## src/rtl/sfx_voice.sv

```systemverilog
// Square-wave sound-effect voice: one-shot or looping tone with linear pitch sweep.
// Optional SFX_VOICE_NOISE_EN replaces the square wave with a 15-bit LFSR noise source.
module sfx_voice #(
   parameter int unsigned             PERIOD_WIDTH   = 32,
   parameter logic [PERIOD_WIDTH-1:0] START_PERIOD   = 32'd200_000,
   parameter logic [PERIOD_WIDTH-1:0] END_PERIOD     = 32'd200_000,
   parameter logic [PERIOD_WIDTH-1:0] SWEEP_INTERVAL = 32'd0,
   parameter logic [PERIOD_WIDTH-1:0] SWEEP_STEP     = 32'd0,
   parameter logic [PERIOD_WIDTH-1:0] DURATION       = 32'd10_000_000
) (
   input  logic                    clk,
   input  logic                    rst,
   input  logic                    play,
   input  logic                    stop,
   output logic                    out,
   output logic                    active,
   output logic [PERIOD_WIDTH-1:0] period
);

   typedef enum logic {IDLE, PLAY} state_e;

   localparam logic [PERIOD_WIDTH-1:0] ONE      = {{(PERIOD_WIDTH-1){1'b0}}, 1'b1};
   localparam bit                      SWEEP_UP = (END_PERIOD > START_PERIOD);
   localparam bit                      SWEEP_EN = (SWEEP_INTERVAL != '0);
   localparam bit                      DUR_EN   = (DURATION != '0);

   state_e                  state_q;
   logic                    out_q, active_q;
   logic [PERIOD_WIDTH-1:0] period_q, period_d;
   logic [PERIOD_WIDTH-1:0] half_cnt_q, sweep_cnt_q, dur_cnt_q;
   logic [PERIOD_WIDTH-1:0] half_w, stepped;
   logic [PERIOD_WIDTH:0]   half_cnt_inc;
   logic                    load, tone_evt, sweep_evt, dur_end;

`ifdef SFX_VOICE_NOISE_EN
   logic [14:0] lfsr_q, lfsr_d;
   always_comb lfsr_d = {1'b0, lfsr_q[14:1]} ^ (lfsr_q[0] ? 15'h6000 : 15'h0000);
`endif

   always_comb begin
      load         = play && !stop;
      half_w       = period_q >> 1;
      // A sweep may shrink the half-period below the running count: fire at once.
      half_cnt_inc = {1'b0, half_cnt_q} + {{PERIOD_WIDTH{1'b0}}, 1'b1};
      tone_evt     = half_cnt_inc >= {1'b0, half_w};
      sweep_evt    = SWEEP_EN && (sweep_cnt_q == SWEEP_INTERVAL - ONE);
      dur_end      = DUR_EN && (dur_cnt_q == ONE);
      stepped      = period_q;
      if (SWEEP_UP) begin
         if (END_PERIOD - period_q <= SWEEP_STEP) stepped = END_PERIOD;
         else                                     stepped = period_q + SWEEP_STEP;
      end else begin
         if (period_q - END_PERIOD <= SWEEP_STEP) stepped = END_PERIOD;
         else                                     stepped = period_q - SWEEP_STEP;
      end
      period_d = sweep_evt ? stepped : period_q;
   end

   always_ff @(posedge clk or posedge rst) begin
      if (rst) begin
         state_q     <= IDLE;
         out_q       <= 1'b0;
         active_q    <= 1'b0;
         period_q    <= START_PERIOD;
         half_cnt_q  <= '0;
         sweep_cnt_q <= '0;
         dur_cnt_q   <= '0;
`ifdef SFX_VOICE_NOISE_EN
         lfsr_q      <= 15'h7FFF;
`endif
      end else if (load) begin
         state_q     <= PLAY;
         out_q       <= 1'b1;
         active_q    <= 1'b1;
         period_q    <= START_PERIOD;
         half_cnt_q  <= '0;
         sweep_cnt_q <= '0;
         dur_cnt_q   <= DURATION;
`ifdef SFX_VOICE_NOISE_EN
         lfsr_q      <= 15'h7FFF;
`endif
      end else if (state_q == PLAY) begin
         if (stop || dur_end) begin
            state_q  <= IDLE;
            out_q    <= 1'b0;
            active_q <= 1'b0;
         end else begin
            if (tone_evt) begin
               half_cnt_q <= '0;
`ifdef SFX_VOICE_NOISE_EN
               out_q  <= lfsr_d[0];
               lfsr_q <= lfsr_d;
`else
               out_q  <= ~out_q;
`endif
            end else begin
               half_cnt_q <= half_cnt_q + ONE;
            end
            if (sweep_evt)     sweep_cnt_q <= '0;
            else if (SWEEP_EN) sweep_cnt_q <= sweep_cnt_q + ONE;
            period_q <= period_d;
            if (DUR_EN) dur_cnt_q <= dur_cnt_q - ONE;
         end
      end
   end

   assign out    = out_q;
   assign active = active_q;
   assign period = period_q;

endmodule

```

## config.mk

```make
export PLATFORM = sky130hd
export DESIGN_NAME = sfx_voice
export DESIGN_NICKNAME = d
export VERILOG_FILES = /design/src/rtl/sfx_voice.sv
export SDC_FILE = /design/constraint.sdc
export NUM_CORES = 1
export LEC_CHECK = 0
export BUFFER_PORTS_ARGS = -buffer_cell sky130_fd_sc_hd__buf_2
export CAP_MARGIN = 10
export CORE_ASPECT_RATIO = 1.25
export CORE_UTILIZATION = 60
export DETAILED_ROUTE_END_ITERATION = 6
export HOLD_SLACK_MARGIN = 0.12
export PLACE_DENSITY = 0.8
export SLEW_MARGIN = 20
export SYNTH_ARGS = -nofsm -noshare
export SYNTH_HDL_FRONTEND = slang
export SYNTH_SLANG_ARGS = --single-unit
export TNS_END_PERCENT = 5
```

## constraint.sdc

```tcl
create_clock -name clk -period 5.3 [get_ports clk]
set_input_delay 0.795 -clock clk [delete_from_list [all_inputs] [get_ports clk]]
set_output_delay 0.795 -clock clk [all_outputs]
set_load 0.02 [all_outputs]
```

# Yosys cells after proc, flatten, opt, wreduce, memory -nomap -nowiden
# Cells that the tools add are included.
# classes
reduce_logical	9
n_bitwise	1
order_cmp	1
mux	17
addsub	3
eq_ne	2
# op_table
operator	count
2-to-1 mux 32 bit	7
adder 32 x 1 -> 33 bit, second input constant	1
greater-or-equal comparator 33 x 17 -> 1 bit, second input constant	1
adder 32 x 1 -> 32 bit, second input constant	1
== test 32 x 1 -> 1 bit, second input constant	1
subtractor 32 x 1 -> 32 bit, second input constant	1
2-to-1 mux 1 bit	10
AND reduction 2 bit	3
nonzero test 2 bit	2
nonzero test 3 bit	1
!= test 2 bit, second input constant	1
logical AND 1 bit	1
logical NOT 1 bit	1
logical OR 1 bit	1
inverter 1 bit	1
# word_totals
out_inout_bits	34
input_bits	4
word_cells	38
register_bits	67

# Logic depth before layout (Yosys ltp)
# Gate-level depths: netlist (run 1).
# logic_depth
word_depth	6
mapped_depth	11
depth_no_buf	9

# Least setup slack after synthesis (run 1)
# No wires, ideal clock.
# synth_timing
kind	register to register
from	register half_cnt_q[13]
to	register half_cnt_q[13]
stages_incl_launch_ff	9
setup_time_ns	0.096
t_arrival_ns	2.323
synth_period_minus_slack_ns	2.419
slack_ns	2.881
n_path_buf	1
t_required_ns	5.204
path_cell_list	dfrtp_1 -> buf_2 -> nand4_4 -> nor4_4 -> nand4_1 -> mux2i_1 -> nor4_1 -> nand2_1 -> o31ai_1
# synth_between
elab_chain_cells	6
word_cells_on_any_way	7
classes_between	add/sub (2); order compare (1); mux (4)
# synth_rtl
item	line_no	text
start, declared	30	logic [PERIOD_WIDTH-1:0] half_cnt_q, sweep_cnt_q, dur_cnt_q;
start signal, assigned	97	half_cnt_q <= half_cnt_q + ONE;
adder 32 x 1 -> 33 bit	44	half_cnt_inc = {1'b0, half_cnt_q} + {{PERIOD_WIDTH{1'b0}}, 1'b1};
greater-or-equal comparator 33 x 17 -> 1 bit	45	tone_evt = half_cnt_inc >= {1'b0, half_w};
2-to-1 mux 32 bit *	88	if (tone_evt) begin
2-to-1 mux 32 bit *	83	if (stop || dur_end) begin
2-to-1 mux 32 bit *	82	end else if (state_q == PLAY) begin
2-to-1 mux 32 bit *	71	end else if (load) begin
# Every way passes the cells marked *; elsewhere a longest branch is shown, timed or not. The select of a mux whose other input is x is not followed.
# A chain may end at the register's enable or synchronous reset.

# Final worst setup path (run 1)
# layout_timing
from	register half_cnt_q[0]
to	register half_cnt_q[3]
# The elaborated chain is that of the path after synthesis.

==> results.py, run 1 <==
metrics = {
    "sta": {
        "finalSetupViolations": 0,
        "tns_ns": 0,
        "finalClockSkew_ns": 0.0124,
        "slew_headroom_pct": 45.9,
        "fin_crit_sh_pct": 61.4,
        "hold_viol_final": 0,
        "fin_crit_ns": 3.25,
        "holdWs_ns": 0.516,
        "maxClockFrequency_mhz": 307,
        "worstMarginPinSlew_ns": 0.812,
        "slew_viol_final": 0,
        "rsz0062_at_grt": "no",
    },
    "yosys": {
        "async_reset_ff_share_pct": 100,
        "syn_area_per_cell_um2": 9.07,
        "ys_top_cells_by_count": "dfrtp_1 (67), nand2_1 (50), buf_4 (35)",
        "synth_largest_area_cell": "dfrtp_1",
        "synth_warnings": 0,
        "synth_area_leaders": "dfrtp_1 (39%), buf_4 (6.1%), xnor2_1 (4.7%)",
        "yosysTopAreaCellShare_pct": 39.2,
        "ys_ff_latch": 67,
        "synth_area_um2": 4280,
        "synth_flop_cell": "dfrtp_1",
        "synthCells": 472,
        "yosysUniqueCellTypes": 66,
        "yosys.cell_count.top_type": "dfrtp_1",
        "synth_edf_count": 0,
        "seq_area_frac_synth_pct": 39.2,
    },
    "floorplanning": {
        "coreArea_um2": 6930,
        "rows": 34,
        "die_area_um2": 7480,
        "start_util_pct": 61.7,
        "ios": 38,
        "dieWidth_um": 77.6,
        "die_y_um": 96.4,
    },
    "critical_path": {
        "r2r-end": "half_cnt_q[3]$_DFFE_PP0P_",
        "reg2regPathDepth": 8,
        "crit_start": "half_cnt_q[0]$_DFFE_PP0P_",
        "path_max_fanout": 16,
        "critPathKind": "reg -> reg",
        "crit_required_ns": 5.55,
        "r2r_setup_slack_ns": 2.05,
        "critPathCaptureType": "register",
        "crit_path_end": "half_cnt_q[3]$_DFFE_PP0P_",
        "worstSetupStartpointType": "register",
        "critPathArrivalTime_ns": 3.51,
        "r2r_start": "half_cnt_q[0]$_DFFE_PP0P_",
    },
    "detailed_routing": {
        "antenna_left": 0,
        "drtIter0Drc": 146,
        "wire_per_inst_um": 14.6,
        "firstDrtPassIters": 4,
        "routed_wl_um": 8100,
        "vias": 3256,
        "remaining_drc_errors": 0,
        "routed_via_density": 5.87,
    },
    "placed_design": {
        "gp_congestion": 0.816,
        "port_buffers": 5,
        "dpl.hpwl_um": 5520,
    },
    "clock_tree": {
        "clk_pin_slew_worst_paths_ns": 0.08,
        "clk_latency_ns": 0.35,
        "cts_buffers": 9,
        "holdBufCountCts": 0,
        "cts_root_buf": "clkbuf_8",
        "clock-sinks": 67,
        "htreeDepth": 3,
        "cts_tree": "yes",
        "post_cts_buffers": 0,
        "cts_resized": 0,
        "ctsLongestPathBuffers": 2,
    },
    "global_route": {
        "grt_pass1_wl_um": 13900,
        "grt_util_all_layers_pct": 23.8,
        "grt_pass1_vias": 3047,
        "grt_max_degree": 68,
        "grt_overflow": 0,
        "grt_antenna_before_repair": 0,
    },
    "power_and_ir_drop": {
        "power_leakage_nw": 1.83,
        "p_per_area_nw_per_um2": 296,
        "ir_worst_vdd_mv": 0.192,
    },
    "cells_and_area": {
        "antenna_cells": 0,
        "fillerInstances": 574,
        "drive_above_1_share_pct": 11.0,
        "area_delta_synth_final_pct": 2.43,
        "nNetsFinal": 468,
    },
    "status": {
        "status": "finished clean",
    },
    "hold_path": {
        "hold_path_class": "reg -> reg",
    },
    "flow_run": {
        "maxCapViolCount": 0,
    },
}
## cell families (layout without fill, tap and decap cells)
family | Yosys count | in the layout | share of synthesized area, %
and+or+nand+nor | 224 | 224 | 30.1
buffers and inverters | 71 | 34 | 10.2
DFF | 67 | 67 | 39.2
AOI/OAI and AO/OA | 66 | 66 | 11.3
xor gates and xnor gates | 31 | 31 | 6.34
muxes | 7 | 7 | 1.64
adders and majority gates | 4 | 4 | 1.17
other | 2 | 32 | 0.175
## where the power goes
group	leakage [nW]	internal (mW)	total [mW]	switching, mW
clock	0.0905	0.229	0.431	0.202
combinational	0.889	0.0874	0.235	0.147
sequential	0.854	0.556	0.634	0.0783
total	1.83	0.872	1.30	0.428
## placed cells by master (no fill, tap or decap), drive strengths merged, types with 2 or more instances in the layout
cell,n
nor4b,2
nor2b,7
a21oi,9
or2,3
o31ai,5
xor2,8
o311ai,2
mux2i,7
a31oi,4
o2111ai,13
and2,25
nand2,50
nor3b,5
dfrtp,67
nor2,31
clkinvlp,4
nand2b,2
o211ai,4
nor3,24
or3,13
inv,8
nor4,17
and4,7
and3,5
nand4,11
ha,4
buf,10
clkbuf,10
o21ai,16
xnor2,23
nand3,13
or4,8
conb,32
a211oi,2
## per-layer routing
layer  up-vias  global-route usage [%]  routed length (µm)
li1       1587                       -                   -
met1      1599                    28.5                3620
met2        58                    42.0                4130
met3        12                    4.79                 224
met4         0                    9.91                 130
met5         -                       0                   0
## sequential cells by signal, summed over array words and instances, names as in the netlist
name,flops
dur_cnt_q,32
state_q,1
half_cnt_q,32
out,1
active,1
## worst max-delay path, stage by stage (launching register included)
cell and delay (ns):
dfrtp_1 0.47, ha_1 0.25, nand3_2 0.24, nor4_2 0.69, nand4_1 0.25, mux2i_1 0.20, and4_1 0.64, inv_2 0.13
o31ai_1 0.27
## stage by stage
| stage | cell area (µm²) | power [mW] | util (%) | cells | setup WS (ns) |
|---|---|---|---|---|---|
| 2_1_floorplan | 4390 | 0.847 | - | 502 | 2.82 |
| 3_3_place_gp | 4180 | 0.864 | 60.2 | 539 | 2.07 |
| 3_5_place_dp | 4180 | 0.876 | 60.2 | 539 | 1.97 |
| 4_1_cts | 4380 | 1.31 | 63.1 | 555 | 1.95 |
| 5_1_grt | 4390 | 1.37 | 63.2 | 555 | 1.85 |
| 6_report | 4390 | 1.30 | 63.2 | 555 | 2.05 |
## cell type report
type / instances / area [µm²] / share of cell area (%)
multi-input cells: 364 / 2300 / 52.5
flip-flops and latches: 67 / 1680 / 38.2
clock buffers: 10 / 138 / 3.14
well taps: 90 / 113 / 2.57
clock inverters: 6 / 65.1 / 1.48
repair buffers: 10 / 62.6 / 1.43
inverters: 8 / 30.0 / 0.685
## worst min-delay path by stage
stage | startpoint | end | slack (ns) | depth (start not counted)
finish | half_cnt_q[19]$_DFFE_PP0P_ | half_cnt_q[19]$_DFFE_PP0P_ | 0.52 | 1
global route | half_cnt_q[19]$_DFFE_PP0P_ | half_cnt_q[19]$_DFFE_PP0P_ | 0.53 | 1
CTS | half_cnt_q[19]$_DFFE_PP0P_ | half_cnt_q[19]$_DFFE_PP0P_ | 0.52 | 1
detailed placement | half_cnt_q[19]$_DFFE_PP0P_ | half_cnt_q[19]$_DFFE_PP0P_ | 0.50 | 1
global placement | half_cnt_q[19]$_DFFE_PP0P_ | half_cnt_q[19]$_DFFE_PP0P_ | 0.50 | 1
floorplan | half_cnt_q[19]$_DFFE_PP0P_ | half_cnt_q[19]$_DFFE_PP0P_ | 0.47 | 1
(Power assumes the default switching activity.)
==> inputs of run 2 (changes only) <==
==> constraint.sdc (replaced) <==
create_clock -name clk -period 3 [get_ports clk]
set_input_delay 0.45 -clock clk [delete_from_list [all_inputs] [get_ports clk]]
set_output_delay 0.45 -clock clk [all_outputs]
set_load 0.02 [all_outputs]
==> run 2 against run 1 <==
Power is 75% higher. Via count is 0.61% higher. Count of clock-buffer cells in the layout is 1 higher. Register-to-register slack worse by 1.7 ns. Final cell count is 1.1% higher. Core utilization is 0.60 points higher. Flip-flop and latch count stayed put. Sequential power is 77% higher. Design area is 0.94% higher. Wire length is 3.4% higher. Setup slack worse by 1.7 ns. Global-route usage is 1.1 points higher. Critical endpoint is now half_cnt_q[9]$_DFFE_PP0P_. Highest routed layer unchanged.
==> results.py, run 2 (synthesis results as in run 1) <==
metrics = {
    "detailed_routing": {
        "drtIter0Drc": 177,
        "routed_wl_um": 8380,
        "vias": 3276,
        "firstDrtPassIters": 4,
        "antenna_left": 0,
        "remaining_drc_errors": 0,
        "wire_per_inst_um": 14.9,
        "routed_via_density": 5.84,
    },
    "critical_path": {
        "crit_slowest_cell": "dfrtp_1",
        "crit_start": "half_cnt_q[0]$_DFFE_PP0P_",
        "critPathKind": "reg -> reg",
        "critPathCaptureType": "register",
        "cp_top_family": "simple AND/OR/NAND/NOR gates",
        "worstPathCellList": "ha_1, nand3_2, or3_4, or3_1, o311ai_1, and4_1, buf_4, inv_2, o31ai_1",
        "crit_required_ns": 3.26,
        "critPathBufInv": 2,
        "path_max_fanout": 16,
        "critPathArrivalTime_ns": 2.93,
        "worstSetupStartpointType": "register",
        "r2r_start": "half_cnt_q[0]$_DFFE_PP0P_",
        "critPathMaxStageDelay_ns": 0.47,
    },
    "floorplanning": {
        "dieWidth_um": 77.6,
        "start_util_pct": 61.7,
        "die_area_um2": 7480,
        "coreArea_um2": 6930,
        "ios": 38,
        "die_y_um": 96.4,
        "rows": 34,
    },
    "sta": {
        "finalSetupViolations": 0,
        "worstMarginPinSlew_ns": 0.680,
        "maxClockFrequency_mhz": 375,
        "holdWs_ns": 0.201,
        "fin_crit_ns": 2.67,
        "hold_viol_final": 0,
        "worst_slack_ns": 0.333,
        "tns_ns": 0,
        "slew_headroom_pct": 54.6,
        "slew_viol_final": 0,
        "rsz0062_at_grt": "no",
        "fin_crit_sh_pct": 88.9,
        "finalClockSkew_ns": 0.0100,
    },
    "cells_and_area": {
        "multi_input_area_um2": 2300,
        "final_cells": 561,
        "area_delta_synth_final_pct": 3.39,
        "drive_above_1_share_pct": 11.7,
        "layout_commonest_cell": "dfrtp_1",
        "antenna_cells": 0,
        "nNetsFinal": 474,
        "layout_common_cells": "dfrtp_1 (67), nand2_1 (50), conb_1 (32), nor2_1 (31), and2_1 (24)",
        "fillerInstances": 559,
        "top_regs": "dur_cnt_q: 32 flops, half_cnt_q: 32 flops",
        "utilization_pct": 63.8,
        "ff_latch_area_um2": 1680,
    },
    "clock_tree": {
        "post_cts_buffers": 0,
        "ctsLongestPathBuffers": 2,
        "clk_latency_ns": 0.35,
        "clock-sinks": 67,
        "clk_pin_slew_worst_paths_ns": 0.08,
        "cts_buffers": 9,
        "cts_root_buf": "clkbuf_8",
        "cts_tree": "yes",
        "holdBufCountCts": 0,
        "htreeDepth": 3,
    },
    "power_and_ir_drop": {
        "clock_power_share_pct": 32.1,
        "power.share.switching_pct": 33.0,
        "power_leakage_nw": 1.87,
        "combPwrFrac_pct": 18.7,
        "ir_worst_vdd_mv": 0.337,
        "internal_power_mw": 1.53,
        "switchingPower_mw": 0.753,
        "p_seq_share_pct": 49.3,
        "p_per_area_nw_per_um2": 515,
    },
    "status": {
        "status": "finished clean",
    },
    "global_route": {
        "grt_max_degree": 37,
        "grt_pass1_wl_um": 14600,
        "grt_overflow": 0,
        "grt_util_all_layers_pct": 24.9,
        "grt_antenna_before_repair": 0,
        "grt_pass1_vias": 3204,
    },
    "placed_design": {
        "dp.cells": 545,
        "gp_congestion": 0.834,
        "port_buffers": 5,
        "pre_cts_ws_ns": 0.239,
        "dpl.hpwl_um": 5750,
    },
    "hold_path": {
        "hold_path_class": "in -> async",
    },
    "flow_run": {
        "maxCapViolCount": 0,
    },
}
run 2: cell types whose count changed in the layout (fill, tap and decap cells not counted), sizes merged:
cell / previous run / this run
buf: 10 / 16
clkbuf: 10 / 11
clkinvlp: 4 / 0
clkinv: 1 / 4
run 2: routing by layer:
layer / wire [µm] / part of all wire [%] / track usage [%]
met5: 0 / 0 / 0
met4: 196 / 2.3 / 15.3
met3: 217 / 2.6 / 4.88
met2: 4260 / 51 / 43.1
met1: 3710 / 44 / 28.8
run 2: power groups by stage:
stage	sequential [mW]	clock [mW]	combinational (mW)
6_report	1.12	0.731	0.425
5_1_grt	1.14	0.788	0.482
4_1_cts	1.12	0.749	0.422
3_5_place_dp	1.14	0	0.421
3_3_place_gp	1.13	0	0.408
2_1_floorplan	1.08	0	0.414
run 2: worst paths after layout:
kind,to,slack [ns],cells past startpoint
hold reg to reg,half_cnt_q[19]$_DFFE_PP0P_,0.52,1
max in group asynchronous,half_cnt_q[21]$_DFFE_PP0P_,2.18,3
setup reg to reg,half_cnt_q[9]$_DFFE_PP0P_,0.33,9
hold / removal,dur_cnt_q[24]$_DFFE_PP0P_,0.20,2
setup / recovery,half_cnt_q[9]$_DFFE_PP0P_,0.33,9
min in group clk,half_cnt_q[19]$_DFFE_PP0P_,0.52,1
run 2: cell type report:
class / count / share of cell area, %
clock inverter: 5 / 1.22
sequential: 67 / 37.9
inverter: 8 / 0.678
timing repair buffer: 16 / 2.71
multi-input combinational: 364 / 52.0
tap: 90 / 2.54
clock buffer: 11 / 2.97
run 2: worst register-to-register path, stage by stage, from the launching register on:
cell and delay (ns):
dfrtp_1 0.47, ha_1 0.26, nand3_2 0.10, or3_4 0.44, or3_1 0.32, o311ai_1 0.26, and4_1 0.22, buf_4 0.22
inv_2 0.09, o31ai_1 0.22
run 2: timing repair:
action,in CTS,in global routing
endpoints found under the setup margin,0,7
resized for setup,0,1
hold endpoints to repair,0,0
run 2: through the flow:
step           instance area (µm²)  total power [mW]
3_5_place_dp                  4230              1.56
3_3_place_gp                  4230              1.53
6_report                      4430              2.28
2_1_floorplan                 4390              1.50
5_1_grt                       4430              2.41
4_1_cts                       4420              2.29
